[src/rtl/seq_digit_adder.sv]
// Multi-cycle add/subtract unit: a DIGIT-bit ripple slice processes WIDTH-bit operands
// one digit per clock, LSB first, with a registered carry between digits and a start/done handshake.
module seq_digit_adder #(
  parameter int WIDTH = 16,
  parameter int DIGIT = 4
) (
  input  logic             i_clk,
  input  logic             i_rst,
  input  logic             i_start,
  input  logic             i_sub,
  input  logic [WIDTH-1:0] i_a,
  input  logic [WIDTH-1:0] i_b,
  input  logic             i_cin,
  output logic             o_busy,
  output logic             o_done,
  output logic [WIDTH-1:0] o_sum,
  output logic             o_cout,
  output logic             o_overflow
);
  localparam int NDIG = WIDTH / DIGIT;
  localparam int CW   = (NDIG > 1) ? $clog2(NDIG) : 1;

  typedef enum logic [1:0] {IDLE, RUN, DONE} state_t;
  state_t r_state, w_next;

  logic [WIDTH-1:0] r_a, r_b, r_sum;
  logic             r_carry, r_cout, r_ovf;
  logic [CW-1:0]    r_cnt;
  logic [DIGIT-1:0] w_ds;
  logic [DIGIT:0]   w_c;
  logic             w_last;
  logic [WIDTH-1:0] w_sum_nx;

  // Operands shift right each digit so the slice always sees the low DIGIT bits.
  assign w_c[0] = r_carry;
  for (genvar g = 0; g < DIGIT; g++) begin : g_fa
    logic w_hs, w_hc0, w_hc1;
    assign w_hs     = r_a[g] ^ r_b[g];
    assign w_hc0    = r_a[g] & r_b[g];
    assign w_ds[g]  = w_hs ^ w_c[g];
    assign w_hc1    = w_hs & w_c[g];
    assign w_c[g+1] = w_hc0 | w_hc1;
  end

  // Result digits enter at the top; after NDIG shifts digit 0 sits at the LSB.
  assign w_sum_nx = WIDTH'({w_ds, r_sum} >> DIGIT);
  assign w_last   = (r_cnt == CW'(NDIG - 1));

  always_ff @(posedge i_clk) begin
    if (i_rst) r_state <= IDLE;
    else       r_state <= w_next;
  end

  always_comb begin
    w_next = r_state;
    case (r_state)
      IDLE:    if (i_start) w_next = RUN;
      RUN:     if (w_last)  w_next = DONE;
      DONE:    w_next = IDLE;
      default: w_next = IDLE;
    endcase
  end

  always_ff @(posedge i_clk) begin
    if (i_rst) begin
      r_a     <= '0;
      r_b     <= '0;
      r_sum   <= '0;
      r_carry <= 1'b0;
      r_cout  <= 1'b0;
      r_ovf   <= 1'b0;
      r_cnt   <= '0;
    end else begin
      case (r_state)
        IDLE: if (i_start) begin
          r_a     <= i_a;
          r_b     <= i_sub ? ~i_b : i_b;
          r_carry <= i_sub | i_cin;
          r_cnt   <= '0;
          r_sum   <= '0;
        end
        RUN: begin
          r_a     <= r_a >> DIGIT;
          r_b     <= r_b >> DIGIT;
          r_sum   <= w_sum_nx;
          r_carry <= w_c[DIGIT];
          r_cnt   <= r_cnt + 1'b1;
          if (w_last) begin
            r_cout <= w_c[DIGIT];
            r_ovf  <= w_c[DIGIT] ^ w_c[DIGIT-1];
          end
        end
        default: ;
      endcase
    end
  end

  assign o_busy     = (r_state == RUN);
  assign o_done     = (r_state == DONE);
  assign o_sum      = r_sum;
  assign o_cout     = r_cout;
  assign o_overflow = r_ovf;
endmodule

[config.mk]
export PLATFORM = sky130hd
export DESIGN_NAME = seq_digit_adder
export DESIGN_NICKNAME = d
export VERILOG_FILES = /design/src/rtl/seq_digit_adder.sv
export SDC_FILE = /design/constraint.sdc
export NUM_CORES = 1
export LEC_CHECK = 0
export ABC_AREA = 0
export CORE_UTILIZATION = 50
export DETAILED_ROUTE_END_ITERATION = 8
export PLACE_DENSITY = 0.79
export SYNTH_ARGS = -nofsm -noshare
export SYNTH_HDL_FRONTEND = slang
export SYNTH_SLANG_ARGS = --single-unit
[constraint.sdc]
create_clock -name i_clk -period 3.15 [get_ports i_clk]
set_clock_uncertainty 0.2 [all_clocks]
set_input_delay 0.63 -clock i_clk [delete_from_list [all_inputs] [get_ports i_clk]]
set_output_delay 0.63 -clock i_clk [all_outputs]
set_load 0.01 [all_outputs]
# Word-level counts from Yosys, hierarchy flattened
# Cells that the tools add are included.
# W data, S select, Z words.
[word_totals]
input_bits = 37
regBits = 55
wordCells = 56
output_inout_bits = 20
[op_classes]
mux = 14
n_bitwise = 23
eq_ne = 5
n_reduce_logical = 5
addsub = 1
[op_table]
columns = ["operator", "count"]
rows = [
  ["$pmux W16 S2", 3],
  ["$mux W16", 4],
  ["$not A16 Y16", 1],
  ["$xor A1 B1 Y1", 9],
  ["$and A1 B1 Y1", 8],
  ["$pmux W2 S2", 2],
  ["$mux W2", 3],
  ["$reduce_and A2 Y1", 3],
  ["$or A1 B1 Y1", 5],
  ["$eq A2 B2 Y1 const B", 2],
  ["$add A2 B1 Y2 const B", 1],
  ["$eq A2 B1 Y1 const B", 1],
  ["$logic_not A2 Y1", 1],
  ["$ne A2 B1 Y1 const B", 1],
  ["$ne A2 B2 Y1 const B", 1],
  ["$pmux W1 S2", 1],
  ["$reduce_bool A2 Y1", 1],
  ["$mux W1", 1],
]

# Depth between registers and ports, before layout
# Gate-level depths: netlist of the first run.
[logic_depth]
depth_word = 10
ltp_mapped = 9
mapped_depth_nobuf = 9

# Least setup slack after synthesis of the first run
# Ideal clock, no wire load.
[synth_timing]
kind = "reg-to-reg"
start = "register r_a[0]"
end = "register r_sum[15] (netlist: o_sum[15])"
synth_period_minus_slack_ns = 2.338
path_stages_with_launch = 9
setup_slack_ns = 0.812
arrival_time_ns = 2.011
path_buffers = 0
required_time_ns = 2.822
setup_ns = 0.128
path_cell_list = "dfxtp_1 fa_1 inv_1 fa_1 fa_1 inv_1 fa_1 a22oi_1 nor2_1"
[synth_via]
elab_chain_cells = 9
elab_cells_between_ends = 10
classes_between = "mux (1); bitwise (9)"
[synth_lines]
columns = ["element", "line", "source"]
rows = [
  ["from (decl)", "26", "logic [WIDTH-1:0] r_a, r_b, r_sum;"],
  ["from (signal assigned)", "76", "r_a <= i_a;"],
  ["from (signal assigned)", "83", "r_a <= r_a >> DIGIT;"],
  ["$xor A1 B1 Y1", "38", "assign w_hs = r_a[g] ^ r_b[g];"],
  ["$and A1 B1 Y1", "41", "assign w_hc1 = w_hs & w_c[g];"],
  ["$or A1 B1 Y1 *", "42", "assign w_c[g+1] = w_hc0 | w_hc1;"],
  ["$and A1 B1 Y1 *", "41", ""],
  ["$or A1 B1 Y1 *", "42", ""],
  ["$and A1 B1 Y1 *", "41", ""],
  ["$or A1 B1 Y1 *", "42", ""],
  ["$xor A1 B1 Y1 *", "40", "assign w_ds[g] = w_hs ^ w_c[g];"],
  ["$pmux W16 S2 *", "74", "case (r_state)"],
  ["to (signal assigned)", "85", "r_sum <= w_sum_nx;"],
  ["to (decl)", "26", ""],
]
# Every way passes the cells marked *; elsewhere a longest branch is shown, timed or not.
# A chain may end at the register's enable or synchronous reset.

# Worst setup path after layout of the first run
[layout_timing]
start = "register r_state[1]"
end = "output port o_busy"
[layout_via]
elab_chain_cells = 1
[layout_lines]
columns = ["element", "line", "source"]
rows = [
  ["from (decl)", "24", "state_t r_state, w_next;"],
  ["from (signal assigned)", "51", "else r_state <= w_next;"],
  ["$eq A2 B1 Y1", "98", "assign o_busy = (r_state == RUN);"],
  ["to (decl)", "14", "output logic o_busy,"],
]
# No other way between the ends.

==> results.yml, run 1 <==
finish:
  synthToLayoutAreaGrowth_pct: 24.6
  seq_area_um2: 1100
  fill_cells: 401
  final_common_cell: "nor2_1"
  layout.nets: 365
  multi_input_area_um2: 1250
  fin_area_um2: 3220
  antennaDiodeCount: 0
  drive_gt1_share_pct: 11.4
  final_cell_mix: "61 x nor2_1, 55 x clkdlybuf4s50_1, 55 x dfxtp_1, 23 x a22oi_1, 23 x a21oi_1"
critical_path:
  start_kind: "flop"
  cp_max_fo: 24
  crit_path_top_delay_cell: "clkdlybuf4s50_1"
  slowest_delay_ns: 0.62
  required_ns: 2.32
  reg2reg_depth: 8
  critical_path_class: "reg -> out"
  path_cells: "nand2b_2, inv_2, clkdlybuf4s50_1"
  critPathCaptureType: "primary output"
  cp.arrival_ns: 1.75
route:
  wl_per_cell_um: 14.6
  routed_wl_mm: 5.70
  routed.top_layer: "met4"
  num_vias: 2116
  wl_met1_mm: 2.50
  wl_met3_um: 261
  via_per_inst: 5.41
  drc_errors: 0
  first_pass_iters: 5
  drt_iter0_markers: 206
  ant_nets: 0
  wl_met2_mm: 2.88
floorplanning:
  rows: 25
  die_w_um: 73.9
  start_util_pct: 53.3
  dieArea_um2: 5460
  core_area_um2: 4850
  pin_count: 57
  die_h_um: 73.9
power:
  powerDensity_nw_per_um2: 452
  comb_power_share_pct: 18.3
  power.share.sequential_pct: 52.9
  netSwitchingFraction_pct: 26.2
  ir_worst_vdd_v: 0.000314
  clockPowerShare_pct: 28.9
  p_sw_uw: 381
  leakage_nw: 1.23
  p_int_mw: 1.07
global_routing:
  grt.overflow.total: 0
  grt_max_degree: 36
  first_global_vias: 1985
  antenna_found_initial: 0
  grt_pass1_wl_mm: 9.32
  grt_usage_pct: 22.8
timing:
  final.setup.tns_ns: 0
  fmax_ghz: 0.388
  setup-violations-final: 0
  drv_slew: 0
  period_needed_ns: 2.58
  slew_headroom_pct: 48.5
  rsz0062_at_grt: "no"
  finalHoldViolCount: 0
  worst_pin_slew_ns: 0.771
  period_share_pct: 81.8
clocking:
  cts_root_buffer: "clkbuf_8"
  cts_tree: "yes"
  cts_hold_buffers: 0
  postCtsSetupRepairBufs: 0
  cts.repair.resized: 0
  clk_pin_slew_ns: 0.09
  clock_path_buffers: 2
  cts_buffers: 5
  numClockSinks: 55
  htree_levels: 2
  clock_latency_ns: 0.31
logic_synthesis:
  seq_area_frac_synth_pct: 42.6
  netlist_instances: 277
  netlist_area_um2: 2580
  mappedNetlistNets: 319
  synth_edf_count: 0
  synth.ff_latch_count: 55
  synth.avg_cell_area_um2: 9.32
  synth_warnings: 0
  synth_cell_types: 35
  synthFlopType: "dfxtp_1"
  synthArstFlopShare_pct: 0
worst_hold_path:
  min_path_type: "reg -> reg"
  whs_path_depth: 2
place:
  gp_congestion: 0.780
  numPortBuffers: 56
  dpl.hpwl_mm: 3.78
  placed_cell_area_um2: 3120
status:
  status: "finished, final reports clean"
run:
  maxCapViolCount: 0
==> registers in the layout, indices dropped and copies added, names as in the netlist <==
register,count
r_carry,1
o_cout,1
o_overflow,1
r_state,2
r_cnt,2
o_sum,16
r_a,16
r_b,16
==> per-layer routing <==
metal	vias to the layer above	track usage (%)
met5	-	0
met4	0	8.76
met3	4	4.12
met2	55	37.9
met1	1001	29.3
li1	1056	-
==> logic make-up after synthesis <==
| logic type | after synthesis | synth area share, % |
|---|---|---|
| flip-flops | 55 | 42.6 |
| adder cells (fa/ha/maj) | 5 | 3.59 |
| multiplexers | 1 | 0.388 |
| AO/OA/AOI/OAI | 81 | 26.3 |
| buffers and inverters | 43 | 8.96 |
| AND/OR/NAND/NOR | 75 | 12.4 |
| XOR/XNOR | 17 | 5.77 |
==> area by class of cell <==
type / count / area share, %
clock buffer: 8 / 3.11
sequential: 55 / 34.2
tap: 67 / 2.60
timing repair buffer: 64 / 19.1
multi-input combinational: 179 / 38.8
inverter: 18 / 2.10
==> synthesized netlist by cell type, types with 2 or more instances <==
cell	number	share of area [%]
nor2_2	6	1.5
xnor2_1	7	2.4
a21oi_1	23	4.5
o221a_2	4	1.7
nand2_1	2	0.29
xor2_1	10	3.4
nor2_1	61	8.9
buf_4	4	1.2
inv_1	17	2.5
a222oi_1	6	2.3
dfxtp_1	55	43
o221a_1	8	3.5
a2bb2oi_1	2	0.68
buf_2	8	1.6
a211oi_1	2	0.58
a2111oi_2	6	3.5
o21ai_0	2	0.39
clkbuf_1	6	0.87
buf_6	6	2.6
a22oi_1	23	6.7
fa_1	4	3.1
o22a_1	2	0.68
==> worst max-delay path: cells and delay by family (launching register included) <==
family | cells | cell delay [ns]
buffers and inverters | 2 | 0.93
flip-flops | 1 | 0.32
AND/OR/NAND/NOR | 1 | 0.19
==> final timing paths <==
path                           start                 endpoint  slack (ns)
min          o_overflow$_SDFFE_PP0P_  o_overflow$_SDFFE_PP0P_        0.27
max          r_state[1]$_SDFFE_PP0P_                   o_busy        0.57
max reg2reg      r_a[0]$_SDFFE_PP0P_   o_sum[15]$_SDFFE_PP0P_        0.71
min reg2reg  o_overflow$_SDFFE_PP0P_  o_overflow$_SDFFE_PP0P_        0.27
==> metrics by stage <==
stage | hold slack [ns] | worst slack [ns] | std cells | power [mW] | utilization (%)
2_1_floorplan | 0.244 | 0.812 | 277 | 0.956 | -
3_3_place_gp | 0.258 | 0.662 | 383 | 1.04 | 64.3
3_5_place_dp | 0.254 | 0.658 | 383 | 1.05 | 64.3
4_1_cts | 0.269 | 0.555 | 391 | 1.46 | 66.4
5_1_grt | 0.311 | 0.485 | 391 | 1.52 | 66.4
6_report | 0.274 | 0.573 | 391 | 1.45 | 66.4
==> power by group through the flow <==
stage | logic [mW] | registers, mW | clock network, mW
after floorplan | 0.178 | 0.778 | 0
after global placement | 0.260 | 0.783 | 0
after detailed placement | 0.265 | 0.784 | 0
after CTS | 0.268 | 0.768 | 0.424
after global routing | 0.294 | 0.773 | 0.454
final | 0.266 | 0.768 | 0.420
No activity file was read; power rests on OpenSTA's default activity.
==> inputs of run 2 (changes only) <==
- clock period: 3.15 -> 2.54 ns (I/O delays scaled with it)
==> run 2 against run 1 <==
  * Sequential power is 24% higher
  * Register-to-register slack worse by 0.57 ns
  * Combinational power is 24% higher
==> results.yml, run 2 (synthesis gave the netlist of run 1 again) <==
critical_path:
  start_kind: "flop"
  crit_path_frequent_cell: "fa_1"
  crit_start: "r_carry$_SDFFE_PP0P_"
  critPathBufInv: 2
  crit_path_top_delay_cell: "fa_1"
  path_cells: "fa_1, inv_1, fa_1, fa_1, inv_1, fa_1, a22oi_1, nor2_1"
  cp_max_fo: 2
  cp.arrival_ns: 2.41
  required_ns: 2.55
  slowest_delay_ns: 0.42
  r2r_setup_slack_ns: 0.14
  rr_startpoint: "r_carry$_SDFFE_PP0P_"
  critPathCaptureType: "flop"
  cp_top_family: "adder cells"
  critical_path_class: "reg -> reg"
finish:
  drive_gt1_share_pct: 13.1
  synthToLayoutAreaGrowth_pct: 25.3
  antennaDiodeCount: 0
  final_common_cell: "nor2_1"
  fin_area_um2: 3240
  fill_cells: 377
  layout.nets: 368
  multi_input_area_um2: 1250
  final_cell_mix: "61 x nor2_1, 55 x clkdlybuf4s50_1, 53 x dfxtp_1, 23 x a22oi_1, 23 x a21oi_1"
  seq_area_um2: 1100
floorplanning:
  start_util_pct: 53.3
  rows: 25
  dieArea_um2: 5460
  die_w_um: 73.9
  die_h_um: 73.9
  core_area_um2: 4850
  pin_count: 57
timing:
  worst_pin_slew_ns: 0.811
  fin_ws_ns: 0.139
  slew_headroom_pct: 45.8
  rsz0062_at_grt: "no"
  period_share_pct: 94.5
  period_needed_ns: 2.40
  finalHoldViolCount: 0
  setup-violations-final: 0
  final.setup.tns_ns: 0
  fmax_ghz: 0.416
  drv_slew: 0
global_routing:
  grt.overflow.total: 0
  grt_pass1_wl_mm: 8.89
  grt_usage_pct: 21.1
  antenna_found_initial: 0
  grt_max_degree: 34
  first_global_vias: 2003
route:
  routed_wl_mm: 5.47
  drc_errors: 0
  wl_per_cell_um: 13.9
  via_per_inst: 5.30
  ant_nets: 0
  num_vias: 2089
  first_pass_iters: 4
  drt_iter0_markers: 149
place:
  numPortBuffers: 56
  dpl.hpwl_mm: 3.76
  placed_cell_area_um2: 3140
  gp_congestion: 0.806
  place_worst_setup_slack_ns: 0.130
power:
  finalPower_mw: 1.78
  powerDensity_nw_per_um2: 549
  ir_worst_vdd_v: 0.000319
  leakage_nw: 1.24
clocking:
  postCtsSetupRepairBufs: 0
  cts_buffers: 5
  clock_latency_ns: 0.30
  htree_levels: 2
  cts_root_buffer: "clkbuf_8"
  cts_tree: "yes"
  clk_pin_slew_ns: 0.10
  clock_path_buffers: 2
  numClockSinks: 55
worst_hold_path:
  min_path_type: "reg -> reg"
  hold_start: "o_overflow$_SDFFE_PP0P_"
status:
  status: "finished, final reports clean"
run:
  maxCapViolCount: 0
[run 2: cell count changes in the layout (fill, tap and decap cells not counted), sizes merged]
cell / delta
clkinvlp: +1
clkinv: +2
clkbuf: -3
buf: +3
[run 2: worst paths after layout]
| check | endpoint | cells past startpoint |
|---|---|---|
| max | o_sum[15]$_SDFFE_PP0P_ | 8 |
| min | o_overflow$_SDFFE_PP0P_ | 2 |
| max reg2reg | o_sum[15]$_SDFFE_PP0P_ | 8 |
| min reg2reg | o_overflow$_SDFFE_PP0P_ | 2 |
[run 2: per-layer routing]
| layer | GRT usage, % | up-vias | part of all wire (%) |
|---|---|---|---|
| met3 | 3.84 | 4 | 4.0 |
| li1 | - | 1064 | - |
| met1 | 26.4 | 977 | 46 |
| met5 | 0 | - | 0 |
| met4 | 6.20 | 0 | 0.68 |
| met2 | 37.0 | 44 | 50 |
[run 2: where the power goes]
part	internal, mW	leakage (nW)	switching (mW)
logic	0.172	0.741	0.157
clock network	0.198	0.0443	0.294
registers	0.914	0.452	0.0410
total	1.28	1.24	0.492
[run 2: worst register-to-register path, stage by stage (launching register included)]
cell and delay, ns:
dfxtp_1 0.38, fa_1 0.18, inv_1 0.05, fa_1 0.37
fa_1 0.42, inv_1 0.08, fa_1 0.40, a22oi_1 0.17
nor2_1 0.06
[run 2: layout make-up]
| cell class | instances | area share (%) |
|---|---|---|
| Multi-Input combinational cell | 179 | 38.6 |
| Timing Repair Buffer | 67 | 19.7 |
| Clock buffer | 5 | 2.13 |
| Clock inverter | 3 | 0.773 |
| Inverter | 18 | 2.09 |
| Sequential cell | 55 | 34.1 |
| Tap cell | 67 | 2.59 |
[run 2: timing repair]
item	4_1_cts	5_1_grt
gates resized for setup	0	2
endpoints found under the setup margin	0	1
hold buffers	0	0
[run 2: stage by stage]
stage | hold WS (ns) | utilization, % | std cells
floorplan | 0.244 | - | 277
global placement | 0.260 | 64.8 | 386
detailed placement | 0.260 | 64.8 | 386
CTS | 0.273 | 66.7 | 394
global route | 0.309 | 66.8 | 394
finish | 0.276 | 66.8 | 394
==> inputs of run 3 (changes only) <==
- CTS_CLUSTER_DIAMETER: unset -> 30
==> results of run 3 <==
Final layout, timing and power as in run 2 (identical DEF).
